==> config.mk <==
export PLATFORM = sky130hd
export DESIGN_NAME = pipe_lane_scheduler_flat
export DESIGN_NICKNAME = d
export VERILOG_FILES = /design/src/rtl/pipe_lane_scheduler_if.sv /design/src/rtl/pipe_lane_scheduler.sv /design/src/flat_wrapper.sv
export SDC_FILE = /design/constraint.sdc
export NUM_CORES = 1
export LEC_CHECK = 0
export CELL_PAD_IN_SITES_DETAIL_PLACEMENT = 1
export CELL_PAD_IN_SITES_GLOBAL_PLACEMENT = 1
export CORE_MARGIN = 5
export CORE_UTILIZATION = 40
export CTS_CLUSTER_DIAMETER = 30
export CTS_CLUSTER_SIZE = 10
export DETAILED_ROUTE_END_ITERATION = 7
export MAX_ROUTING_LAYER = met4
export PLACE_DENSITY_LB_ADDON = 0.1
export SETUP_SLACK_MARGIN = 0.1
export SYNTH_ARGS = -nofsm -noshare
export SYNTH_HDL_FRONTEND = slang
export SYNTH_SLANG_ARGS = --single-unit
==> constraint.sdc <==
create_clock -name animationCLOCK -period 14.6 [get_ports animationCLOCK]
set_clock_uncertainty 0.05 [all_clocks]
set_input_delay 3.65 -clock animationCLOCK [delete_from_list [all_inputs] [get_ports animationCLOCK]]
set_output_delay 3.65 -clock animationCLOCK [all_outputs]
set_load 0.005 [all_outputs]
==> src/rtl/pipe_lane_scheduler_if.sv <==
// Spawn-request inputs and per-lane render outputs of pipe_lane_scheduler.
// master = game-state/renderer side, slave = the scheduler.
interface pipe_lane_scheduler_if #(
    parameter int unsigned NUM_LANES = 3
);
    logic                    spawnReq;
    logic [9:0]              pointY;
    logic [9:0]              score;
    logic [10*NUM_LANES-1:0] laneX;
    logic [10*NUM_LANES-1:0] downY;
    logic [10*NUM_LANES-1:0] upSkipY;
    logic [NUM_LANES-1:0]    downVisible;
    logic [NUM_LANES-1:0]    upVisible;
    logic [NUM_LANES-1:0]    laneEndPulse;
    logic                    endOfMapPipe;
    logic                    spawnDropped;
    logic [3:0]              activeCount;

    modport master (
        output spawnReq, pointY, score,
        input  laneX, downY, upSkipY, downVisible, upVisible, laneEndPulse,
               endOfMapPipe, spawnDropped, activeCount
    );

    modport slave (
        input  spawnReq, pointY, score,
        output laneX, downY, upSkipY, downVisible, upVisible, laneEndPulse,
               endOfMapPipe, spawnDropped, activeCount
    );
endinterface

==> src/rtl/pipe_lane_scheduler.sv <==
// Multi-lane pipe animator: lowest-free-lane spawn allocation with cooldown,
// per-lane fixed-point leftward motion at a score-dependent speed, left-edge expiry.
module pipe_lane_scheduler #(
    parameter int unsigned NUM_LANES        = 3,
    parameter int unsigned SCALE            = 100,
    parameter int unsigned SPAWN_X          = 650,
    parameter int unsigned SPEED_PER_SCORE  = 35,
    parameter int unsigned MIN_SPEED        = 220,
    parameter int unsigned DOUBLE_MIN_SCORE = 10,
    parameter int unsigned BASE_GAP         = 175,
    parameter int unsigned MIN_GAP          = 150,
    parameter int unsigned GAP_STEP         = 20,
    parameter int unsigned UP_IMG           = 402,
    parameter int unsigned SCREEN_MID       = 240,
    parameter int unsigned SPAWN_COOLDOWN   = 40
) (
    input logic                  animationCLOCK,
    input logic                  reset,
    pipe_lane_scheduler_if.slave bus
);
    localparam logic [19:0] SPAWN_POS     = 20'(SPAWN_X * SCALE);
    localparam logic [15:0] COOLDOWN_LOAD = 16'(SPAWN_COOLDOWN);

    logic [NUM_LANES-1:0] en_q, en_d;
    logic [19:0]          pos_q    [NUM_LANES];
    logic [19:0]          pos_d    [NUM_LANES];
    logic [9:0]           y_q      [NUM_LANES];
    logic [9:0]           y_d      [NUM_LANES];
    logic [9:0]           scoreL_q [NUM_LANES];
    logic [9:0]           scoreL_d [NUM_LANES];
    logic [9:0]           gap_q    [NUM_LANES];
    logic [9:0]           gap_d    [NUM_LANES];
    logic [15:0]          cooldown_q, cooldown_d;
    logic                 reqPrev_q;
    logic [NUM_LANES-1:0] laneEnd_q, laneEnd_d;
    logic                 dropped_q, dropped_d;
    logic [3:0]           count_q, count_d;

    logic                 spawn_edge;
    logic                 free_found;
    int unsigned          free_idx;
    logic [19:0]          gap_r;
    logic [9:0]           gap_new;
    logic [19:0]          spd [NUM_LANES];

    always_comb begin
        for (int unsigned i = 0; i < NUM_LANES; i++) begin
            spd[i] = ({10'd0, scoreL_q[i]} + 20'd1) * 20'(SPEED_PER_SCORE) + 20'(MIN_SPEED);
        end
    end

    // gap_r wraps for scores below the threshold, but is only consulted above it
    always_comb begin
        gap_r   = ({10'd0, bus.score} - 20'(DOUBLE_MIN_SCORE)) * 20'(GAP_STEP);
        gap_new = '0;
        if (bus.score >= 10'(DOUBLE_MIN_SCORE)) begin
            if (gap_r > 20'(BASE_GAP - MIN_GAP)) begin
                gap_new = 10'(MIN_GAP);
            end else begin
                gap_new = 10'(20'(BASE_GAP) - gap_r);
            end
        end
    end

    // Free-lane search uses the registered enables, so a lane expiring this tick stays busy
    always_comb begin
        free_found = 1'b0;
        free_idx   = 0;
        for (int unsigned i = 0; i < NUM_LANES; i++) begin
            if (!en_q[i] && !free_found) begin
                free_found = 1'b1;
                free_idx   = i;
            end
        end
    end

    always_comb begin
        spawn_edge = bus.spawnReq & ~reqPrev_q;
        en_d       = en_q;
        laneEnd_d  = '0;
        dropped_d  = 1'b0;
        cooldown_d = (cooldown_q != '0) ? cooldown_q - 16'd1 : '0;

        for (int unsigned i = 0; i < NUM_LANES; i++) begin
            pos_d[i]    = pos_q[i];
            y_d[i]      = y_q[i];
            scoreL_d[i] = scoreL_q[i];
            gap_d[i]    = gap_q[i];
            if (en_q[i]) begin
                if (pos_q[i] < spd[i]) begin
                    en_d[i]      = 1'b0;
                    pos_d[i]     = '0;
                    laneEnd_d[i] = 1'b1;
                end else begin
                    pos_d[i] = pos_q[i] - spd[i];
                end
            end
        end

        if (spawn_edge) begin
            if (cooldown_q != '0 || !free_found) begin
                dropped_d = 1'b1;
            end else begin
                for (int unsigned i = 0; i < NUM_LANES; i++) begin
                    if (i == free_idx) begin
                        en_d[i]     = 1'b1;
                        pos_d[i]    = SPAWN_POS;
                        y_d[i]      = bus.pointY;
                        scoreL_d[i] = bus.score;
                        gap_d[i]    = gap_new;
                    end
                end
                cooldown_d = COOLDOWN_LOAD;
            end
        end

        count_d = '0;
        for (int unsigned i = 0; i < NUM_LANES; i++) begin
            count_d = count_d + {3'b000, en_d[i]};
        end
    end

    always_ff @(posedge animationCLOCK) begin
        if (reset) begin
            en_q       <= '0;
            cooldown_q <= '0;
            reqPrev_q  <= 1'b0;
            laneEnd_q  <= '0;
            dropped_q  <= 1'b0;
            count_q    <= '0;
            for (int unsigned i = 0; i < NUM_LANES; i++) begin
                pos_q[i]    <= '0;
                y_q[i]      <= '0;
                scoreL_q[i] <= '0;
                gap_q[i]    <= '0;
            end
        end else begin
            en_q       <= en_d;
            cooldown_q <= cooldown_d;
            reqPrev_q  <= bus.spawnReq;
            laneEnd_q  <= laneEnd_d;
            dropped_q  <= dropped_d;
            count_q    <= count_d;
            for (int unsigned i = 0; i < NUM_LANES; i++) begin
                pos_q[i]    <= pos_d[i];
                y_q[i]      <= y_d[i];
                scoreL_q[i] <= scoreL_d[i];
                gap_q[i]    <= gap_d[i];
            end
        end
    end

    logic [10*NUM_LANES-1:0] laneX_w, downY_w, upSkipY_w;
    logic [NUM_LANES-1:0]    downVis_w, upVis_w;

    always_comb begin
        laneX_w   = '0;
        downY_w   = '0;
        upSkipY_w = '0;
        downVis_w = '0;
        upVis_w   = '0;
        for (int unsigned i = 0; i < NUM_LANES; i++) begin
            laneX_w[10*i +: 10]   = 10'(pos_q[i] / 20'(SCALE));
            downY_w[10*i +: 10]   = y_q[i] + (gap_q[i] >> 1);
            upSkipY_w[10*i +: 10] = 10'(UP_IMG) - (y_q[i] - (gap_q[i] >> 1));
            if (scoreL_q[i] >= 10'(DOUBLE_MIN_SCORE)) begin
                downVis_w[i] = en_q[i];
                upVis_w[i]   = en_q[i];
            end else begin
                downVis_w[i] = en_q[i] & (y_q[i] < 10'(SCREEN_MID));
                upVis_w[i]   = en_q[i] & (y_q[i] >= 10'(SCREEN_MID));
            end
        end
    end

    assign bus.laneX        = laneX_w;
    assign bus.downY        = downY_w;
    assign bus.upSkipY      = upSkipY_w;
    assign bus.downVisible  = downVis_w;
    assign bus.upVisible    = upVis_w;
    assign bus.laneEndPulse = laneEnd_q;
    assign bus.endOfMapPipe = |laneEnd_q;
    assign bus.spawnDropped = dropped_q;
    assign bus.activeCount  = count_q;
endmodule

==> src/flat_wrapper.sv <==
// flat-port wrapper written by rule: the top's interface ports become plain ports
module pipe_lane_scheduler_flat 
#(
    parameter int unsigned NUM_LANES        = 3,
    parameter int unsigned SCALE            = 100,
    parameter int unsigned SPAWN_X          = 650,
    parameter int unsigned SPEED_PER_SCORE  = 35,
    parameter int unsigned MIN_SPEED        = 220,
    parameter int unsigned DOUBLE_MIN_SCORE = 10,
    parameter int unsigned BASE_GAP         = 175,
    parameter int unsigned MIN_GAP          = 150,
    parameter int unsigned GAP_STEP         = 20,
    parameter int unsigned UP_IMG           = 402,
    parameter int unsigned SCREEN_MID       = 240,
    parameter int unsigned SPAWN_COOLDOWN   = 40
)
  (animationCLOCK, reset, bus_spawnReq, bus_pointY, bus_score, bus_laneX, bus_downY, bus_upSkipY, bus_downVisible, bus_upVisible, bus_laneEndPulse, bus_endOfMapPipe, bus_spawnDropped, bus_activeCount);
  pipe_lane_scheduler_if #(.NUM_LANES(NUM_LANES)) bus_i ();
  input logic animationCLOCK;
  input logic reset;
  input wire logic [$bits(bus_i.spawnReq)-1:0] bus_spawnReq;
  input wire logic [$bits(bus_i.pointY)-1:0] bus_pointY;
  input wire logic [$bits(bus_i.score)-1:0] bus_score;
  output wire logic [$bits(bus_i.laneX)-1:0] bus_laneX;
  output wire logic [$bits(bus_i.downY)-1:0] bus_downY;
  output wire logic [$bits(bus_i.upSkipY)-1:0] bus_upSkipY;
  output wire logic [$bits(bus_i.downVisible)-1:0] bus_downVisible;
  output wire logic [$bits(bus_i.upVisible)-1:0] bus_upVisible;
  output wire logic [$bits(bus_i.laneEndPulse)-1:0] bus_laneEndPulse;
  output wire logic [$bits(bus_i.endOfMapPipe)-1:0] bus_endOfMapPipe;
  output wire logic [$bits(bus_i.spawnDropped)-1:0] bus_spawnDropped;
  output wire logic [$bits(bus_i.activeCount)-1:0] bus_activeCount;
  assign bus_i.spawnReq = bus_spawnReq;
  assign bus_i.pointY = bus_pointY;
  assign bus_i.score = bus_score;
  assign bus_laneX = bus_i.laneX;
  assign bus_downY = bus_i.downY;
  assign bus_upSkipY = bus_i.upSkipY;
  assign bus_downVisible = bus_i.downVisible;
  assign bus_upVisible = bus_i.upVisible;
  assign bus_laneEndPulse = bus_i.laneEndPulse;
  assign bus_endOfMapPipe = bus_i.endOfMapPipe;
  assign bus_spawnDropped = bus_i.spawnDropped;
  assign bus_activeCount = bus_i.activeCount;
  pipe_lane_scheduler #(.NUM_LANES(NUM_LANES), .SCALE(SCALE), .SPAWN_X(SPAWN_X), .SPEED_PER_SCORE(SPEED_PER_SCORE), .MIN_SPEED(MIN_SPEED), .DOUBLE_MIN_SCORE(DOUBLE_MIN_SCORE), .BASE_GAP(BASE_GAP), .MIN_GAP(MIN_GAP), .GAP_STEP(GAP_STEP), .UP_IMG(UP_IMG), .SCREEN_MID(SCREEN_MID), .SPAWN_COOLDOWN(SPAWN_COOLDOWN)) u_core (.animationCLOCK(animationCLOCK), .reset(reset), .bus(bus_i));
endmodule
==> flow_summary.toml, run 1 <==
[global_route]
grt_max_degree = 53
track_usage = 0.222
overflow = 0
grt_pass1_wl_mm = 123
grt_pass1_vias = 24700
antenna_found_initial = 0

[sta]
slew_headroom = 0.274
setup_viol = 0
maxSlewViolCount = 0
rsz0062_at_grt = "yes"
fin_tns_setup_ns = 0
fin_crit_sh = 0.958
worst_slew_pin_slew_ns = 1.09
final-hold-violation-count = 0
maxClockFrequency_mhz = 71.5
fin_crit_ns = 13.99

[critical_path]
path_max_fanout = 20
cpPeakStageDelay_ns = 0.76
worstSetupPathType = "register to output pin"
critical_path_required_ns = 10.90
worstRegToRegCells = 31
reg2reg_from = "u_core.scoreL_q[0][0]"
crit_slowest_cell = "dfxtp_1"
timing.rr.end = "u_core.bus.activeCount[2]"
cp-start-kind = "register"
crit_arrival_ns = 10.29
crit_path_end_kind = "output pin"
r2r_setup_slack_ns = 6.69

[yosys]
synth_edf_count = 0
yosysTopAreaCell = "dfxtp_1"
ys.flop_type = "dfxtp_1"
synth_area_leaders = "dfxtp_1 14%, ha_1 14%, a21oi_1 7.1%"
yosys_register_bits = 174
syn-cell-area_mm2 = 0.0242
synth_cells = 3263
synth_warnings = 0
async_flop_share = 0
ys_types = 129
synth_top_area_frac = 0.144
yosysSeqAreaShare = 0.144
avgSynthCellArea_um2 = 7.41
syn_nets = 3600

[floorplan]
num_io_pins = 128
core_mm2 = 0.0601
rows = 90
die_width_um = 256
die_h_um = 256
dieArea_mm2 = 0.0655
start_util = 0.402

[cells_and_area]
final_common_cell = "a21oi_1"
layout_common_cells = "342 x a21oi_1, 305 x inv_1, 302 x nand2_1, 270 x ha_1, 234 x nor2_1"
final_core_util = 0.442
nNetsFinal = 3607
area_growth_pct = 10.0
nFillCells = 7507
layout-drive-gt1-share = 0.0634

[min_path]
min_to = "u_core.cooldown_q[0]"
hold-path-cell-count = 1
hold_class = "register to register"
hold_start = "u_core.cooldown_q[0]"

[place]
hpwlAfterDp_mm = 56.8
port_buffers = 126
gp_congestion = 0.862

[detailed_routing]
antenna_left = 0
vias = 23500
drt-initial-drc-count = 1156
wl_mm = 72.8
viasPerCell = 5.78
drt-pass1-iter-count = 7
wl_per_cell_um = 17.9
drc = 0

[cts]
clk-insertion-delay-late_ns = 0.48
cts_tree = "yes"
clock-sinks = 174
clockRootBuffer = "clkbuf_16"
cts.clk_slew.worst_paths_ns = 0.07
ctsHoldBuffers = 0
cts_buffers = 17
cts.path.max_buffers = 2
htreeDepth = 4

[job]
max_cap_viol_count = 0

[outcome]
status = "finished, final reports clean"
==> layer usage <==
metal  GRT usage  share of wire  routed length, um  vias up
li1            -              -                  -    11600
met1       0.280           0.47              33900    11500
met2       0.391           0.50              36300      266
met3      0.0191          0.023               1670       66
met4      0.0480          0.013                973        0
met5           -              0                  0        -
==> what timing repair did <==
item,in CTS,in global routing
pin swaps,0,2
gates resized for setup,2,51
endpoints found under the setup margin,2,6
setup buffers,0,2
gates cloned,0,0
==> sequential cells by signal, summed over array words and instances, names as in the netlist <==
name and count:
u_core.y_q 30, u_core.bus.spawnDropped 1, u_core.cooldown_q 16, u_core.bus.activeCount 3, u_core.en_q 3, u_core.scoreL_q 30, u_core.gap_q 27, u_core.reqPrev_q 1
u_core.bus.laneEndPulse 3, u_core.pos_q 60
==> how the worst max path moves through the flow <==
stage | to | cells after the start | slack [ns] | startpoint
global route | bus_laneX[20] | 31 | 0.05 | u_core.pos_q[0][59]
finish | bus_laneX[20] | 31 | 0.61 | u_core.pos_q[0][58]
floorplan | bus_laneX[20] | 30 | 2.79 | u_core.pos_q[0][55]
detailed placement | bus_laneX[0] | 31 | 0.54 | u_core.pos_q[0][19]
global placement | bus_laneX[0] | 31 | 0.81 | u_core.pos_q[0][19]
CTS | bus_laneX[0] | 31 | 0.08 | u_core.pos_q[0][19]
==> critical path: cells and delay by family (launching register included) <==
kind	cells	cell delay (ns)
simple gates	6	1.70
flops	1	0.76
buf+inv	2	0.58
mux	2	0.85
compound gates	20	5.48
xor+xnor	1	0.44
==> cell usage after synthesis, types with 11 or more instances <==
| library cell | instances |
|---|---|
| a21boi_0 | 13 |
| o22ai_1 | 14 |
| buf_2 | 27 |
| mux2_2 | 13 |
| a211o_1 | 15 |
| inv_1 | 305 |
| o21ai_1 | 11 |
| nand2_1 | 302 |
| o211ai_1 | 36 |
| or3_1 | 35 |
| and2_1 | 24 |
| buf_4 | 18 |
| nor3_1 | 89 |
| nor2b_1 | 28 |
| o21a_1 | 25 |
| xor2_1 | 85 |
| o21ai_0 | 96 |
| or2_2 | 13 |
| ha_1 | 270 |
| nor2_1 | 235 |
| nand2b_1 | 30 |
| a211oi_1 | 25 |
| fa_1 | 44 |
| o21bai_1 | 76 |
| and3_1 | 20 |
| nand3_1 | 104 |
| o31ai_1 | 19 |
| nand4_1 | 23 |
| mux2i_1 | 21 |
| a31oi_1 | 34 |
| a21o_1 | 54 |
| xnor2_1 | 164 |
| o31a_1 | 13 |
| clkbuf_1 | 100 |
| a21oi_1 | 344 |
| nor4_1 | 24 |
| o2111ai_1 | 16 |
| dfxtp_1 | 174 |
==> layout make-up <==
| class | count | area, um2 | share of cell area |
|---|---|---|---|
| antenna | 1 | 2.50 | 0.0000941 |
| clock buffer | 21 | 450 | 0.0169 |
| clock inverter | 11 | 124 | 0.00466 |
| inverter | 313 | 1170 | 0.0442 |
| multi-input combinational | 2610 | 18900 | 0.710 |
| sequential | 174 | 3510 | 0.132 |
| tap | 782 | 978 | 0.0368 |
| timing repair buffer | 154 | 1470 | 0.0552 |
==> logic make-up (layout without fill, tap and decap cells) <==
| group | Yosys count | after routing | synth area share |
|---|---|---|---|
| buffers and inverters | 479 | 499 | 0.0823 |
| DFF | 174 | 174 | 0.144 |
| and+or+nand+nor | 1004 | 1004 | 0.201 |
| muxes | 37 | 37 | 0.0165 |
| other | 1 | 2 | 0.000155 |
| AOI/OAI and AO/OA | 993 | 993 | 0.284 |
| adders and majority gates | 323 | 323 | 0.180 |
| xor gates and xnor gates | 252 | 252 | 0.0922 |
==> through the flow <==
step / hold slack (ns) / instance area, um2 / cells / setup WS (ns)
final: 0.417 / 26600 / 4066 / 0.608
after detailed placement: 0.402 / 25800 / 4031 / 0.541
after global placement: 0.391 / 25800 / 4031 / 0.811
after floorplan: 0.375 / 24200 / 3263 / 2.79
after CTS: 0.420 / 26400 / 4063 / 0.0772
after global routing: 0.445 / 26600 / 4065 / 0.0484
Power of run 1 is left out: the tool's default activity adds up to more than one toggle a clock period on the data nets, which glitch-free logic cannot reach.
==> inputs of run 2 (changes only) <==
Settings changed: CORE_MARGIN 5 to not set.
==> run 2 against run 1 <==
  * Fmax fell by 0.12%
  * Cell count shrank 0.20%
  * Critical path depth increased by 1
  * Hold slack better by 0.0070 ns
  * Clock-buffer cell count decreased by 4
  * Setup slack lost 0.017 ns
  * Non-clock buffer count grew 2
  * Global-route usage is 1.7 points higher
  * Final area is 0.21% higher
  * Die area is 6.2% lower
  * Via count about the same
  * Largest cell class unchanged
==> flow_summary.toml, run 2 (synthesis gave the netlist of run 1 again) <==
[cts]
cts.path.max_buffers = 2
clock-sinks = 174
cts_buffers = 17
cts.clk_slew.worst_paths_ns = 0.08
htreeDepth = 4
clk-insertion-delay-late_ns = 0.47
clockRootBuffer = "clkbuf_16"
cts_tree = "yes"

[critical_path]
crit_slowest_cell = "or4b_4"
critical_path_required_ns = 10.90
worstRegToRegCells = 33
crit_path_end_kind = "output pin"
crit_start = "u_core.pos_q[0][59]"
timing.rr.end = "u_core.bus.activeCount[2]"
path_max_fanout = 18
r2r_setup_slack_ns = 6.64
cp-start-kind = "register"
reg2reg_from = "u_core.scoreL_q[0][0]"
crit_end = "bus_laneX[20]"
cpPeakStageDelay_ns = 0.56
crit_arrival_ns = 10.31
worstSetupPathType = "register to output pin"

[detailed_routing]
drt-pass1-iter-count = 5
wl_per_cell_um = 17.7
antenna_left = 0
vias = 23500
wl_met1_mm = 33.4
wl_mm = 71.6
topRoutingLayerUsed = "met4"
viasPerCell = 5.79
dr_wl_met2_mm = 36.0
wl_met3_mm = 1.31
drt-initial-drc-count = 935
drc = 0

[place]
gp_congestion = 0.894
pre_cts_ws_ns = 0.233
hpwlAfterDp_mm = 56.2
port_buffers = 126

[sta]
setup_viol = 0
fin_tns_setup_ns = 0
rsz0062_at_grt = "yes"
maxClockFrequency_mhz = 71.4
final-hold-violation-count = 0
slew_headroom = 0.332
setup_slack_ns = 0.590
worst_slew_pin_slew_ns = 1.00
maxSlewViolCount = 0
fin_hold_ws_ns = 0.424
fin_crit_sh = 0.960
fin_crit_ns = 14.01

[cells_and_area]
layout_common_cells = "342 x a21oi_1, 305 x inv_1, 302 x nand2_1, 270 x ha_1, 235 x nor2_1"
largest_reg_flops = 60
nNetsFinal = 3609
final_core_util = 0.449
area_growth_pct = 10.3
top_regs = "u_core.pos_q x60, u_core.scoreL_q x30, u_core.y_q x30"
final_common_cell = "a21oi_1"
nFillCells = 7373
multi_input_area_mm2 = 0.0190
top_register = "u_core.pos_q"
diodes = 0
regArea_mm2 = 0.00350
layout-drive-gt1-share = 0.0645

[job]
max_cap_viol_count = 0

[floorplan]
dieArea_mm2 = 0.0614
die_width_um = 248
start_util = 0.407
rows = 89
core_mm2 = 0.0594
num_io_pins = 128
die_h_um = 248

[min_path]
hold_class = "register to register"
hold_start = "u_core.gap_q[0][9]"

[global_route]
overflow = 0
antenna_found_initial = 0
track_usage = 0.239
grt_max_degree = 75
grt_pass1_wl_mm = 120
grt_pass1_vias = 24500

[outcome]
status = "finished, final reports clean"
run 2: worst min-delay path by stage:
stage	endpoint	cells past startpoint	slack, ns
after floorplan	u_core.cooldown_q[0]	1	0.38
after global placement	u_core.cooldown_q[0]	1	0.39
after detailed placement	u_core.gap_q[0][28]	2	0.41
after CTS	u_core.gap_q[0][28]	2	0.42
after global routing	u_core.gap_q[0][28]	2	0.43
final	u_core.gap_q[0][9]	2	0.42
run 2: stage by stage:
step / area, um2 / cells
final: 26700 / 4058
after global routing: 26700 / 4058
after detailed placement: 25800 / 4025
after floorplan: 24200 / 3263
after global placement: 25800 / 4025
after CTS: 26400 / 4057
run 2: layer usage:
layer,up-vias,GRT usage
met1,11600,0.291
met2,230,0.427
met5,-,-
met4,0,0.0518
met3,61,0.0171
li1,11700,-
run 2: cell type report:
type	instances	share of cell area
repair buffers	156	0.0557
multi-input cells	2610	0.711
inverters	313	0.0441
well taps	773	0.0363
clock inverters	15	0.00558
flip-flops and latches	174	0.131
clock buffers	17	0.0160
run 2: what timing repair did:
item	in CTS	in global routing
resized for setup	4	49
setup buffers	0	1
pin swaps	0	1
hold endpoints to repair	0	0
setup endpoints to repair	3	6
hold buffers	0	0
run 2: critical path, delay by kind of cell (launching register included):
| kind | cells | cell delay, ns |
|---|---|---|
| AND/OR/NAND/NOR | 5 | 1.66 |
| buffers and inverters | 3 | 0.87 |
| AO/OA/AOI/OAI | 23 | 6.41 |
| multiplexers | 1 | 0.38 |
| flip-flops | 1 | 0.53 |
Power of run 2 is left out for the same reason.
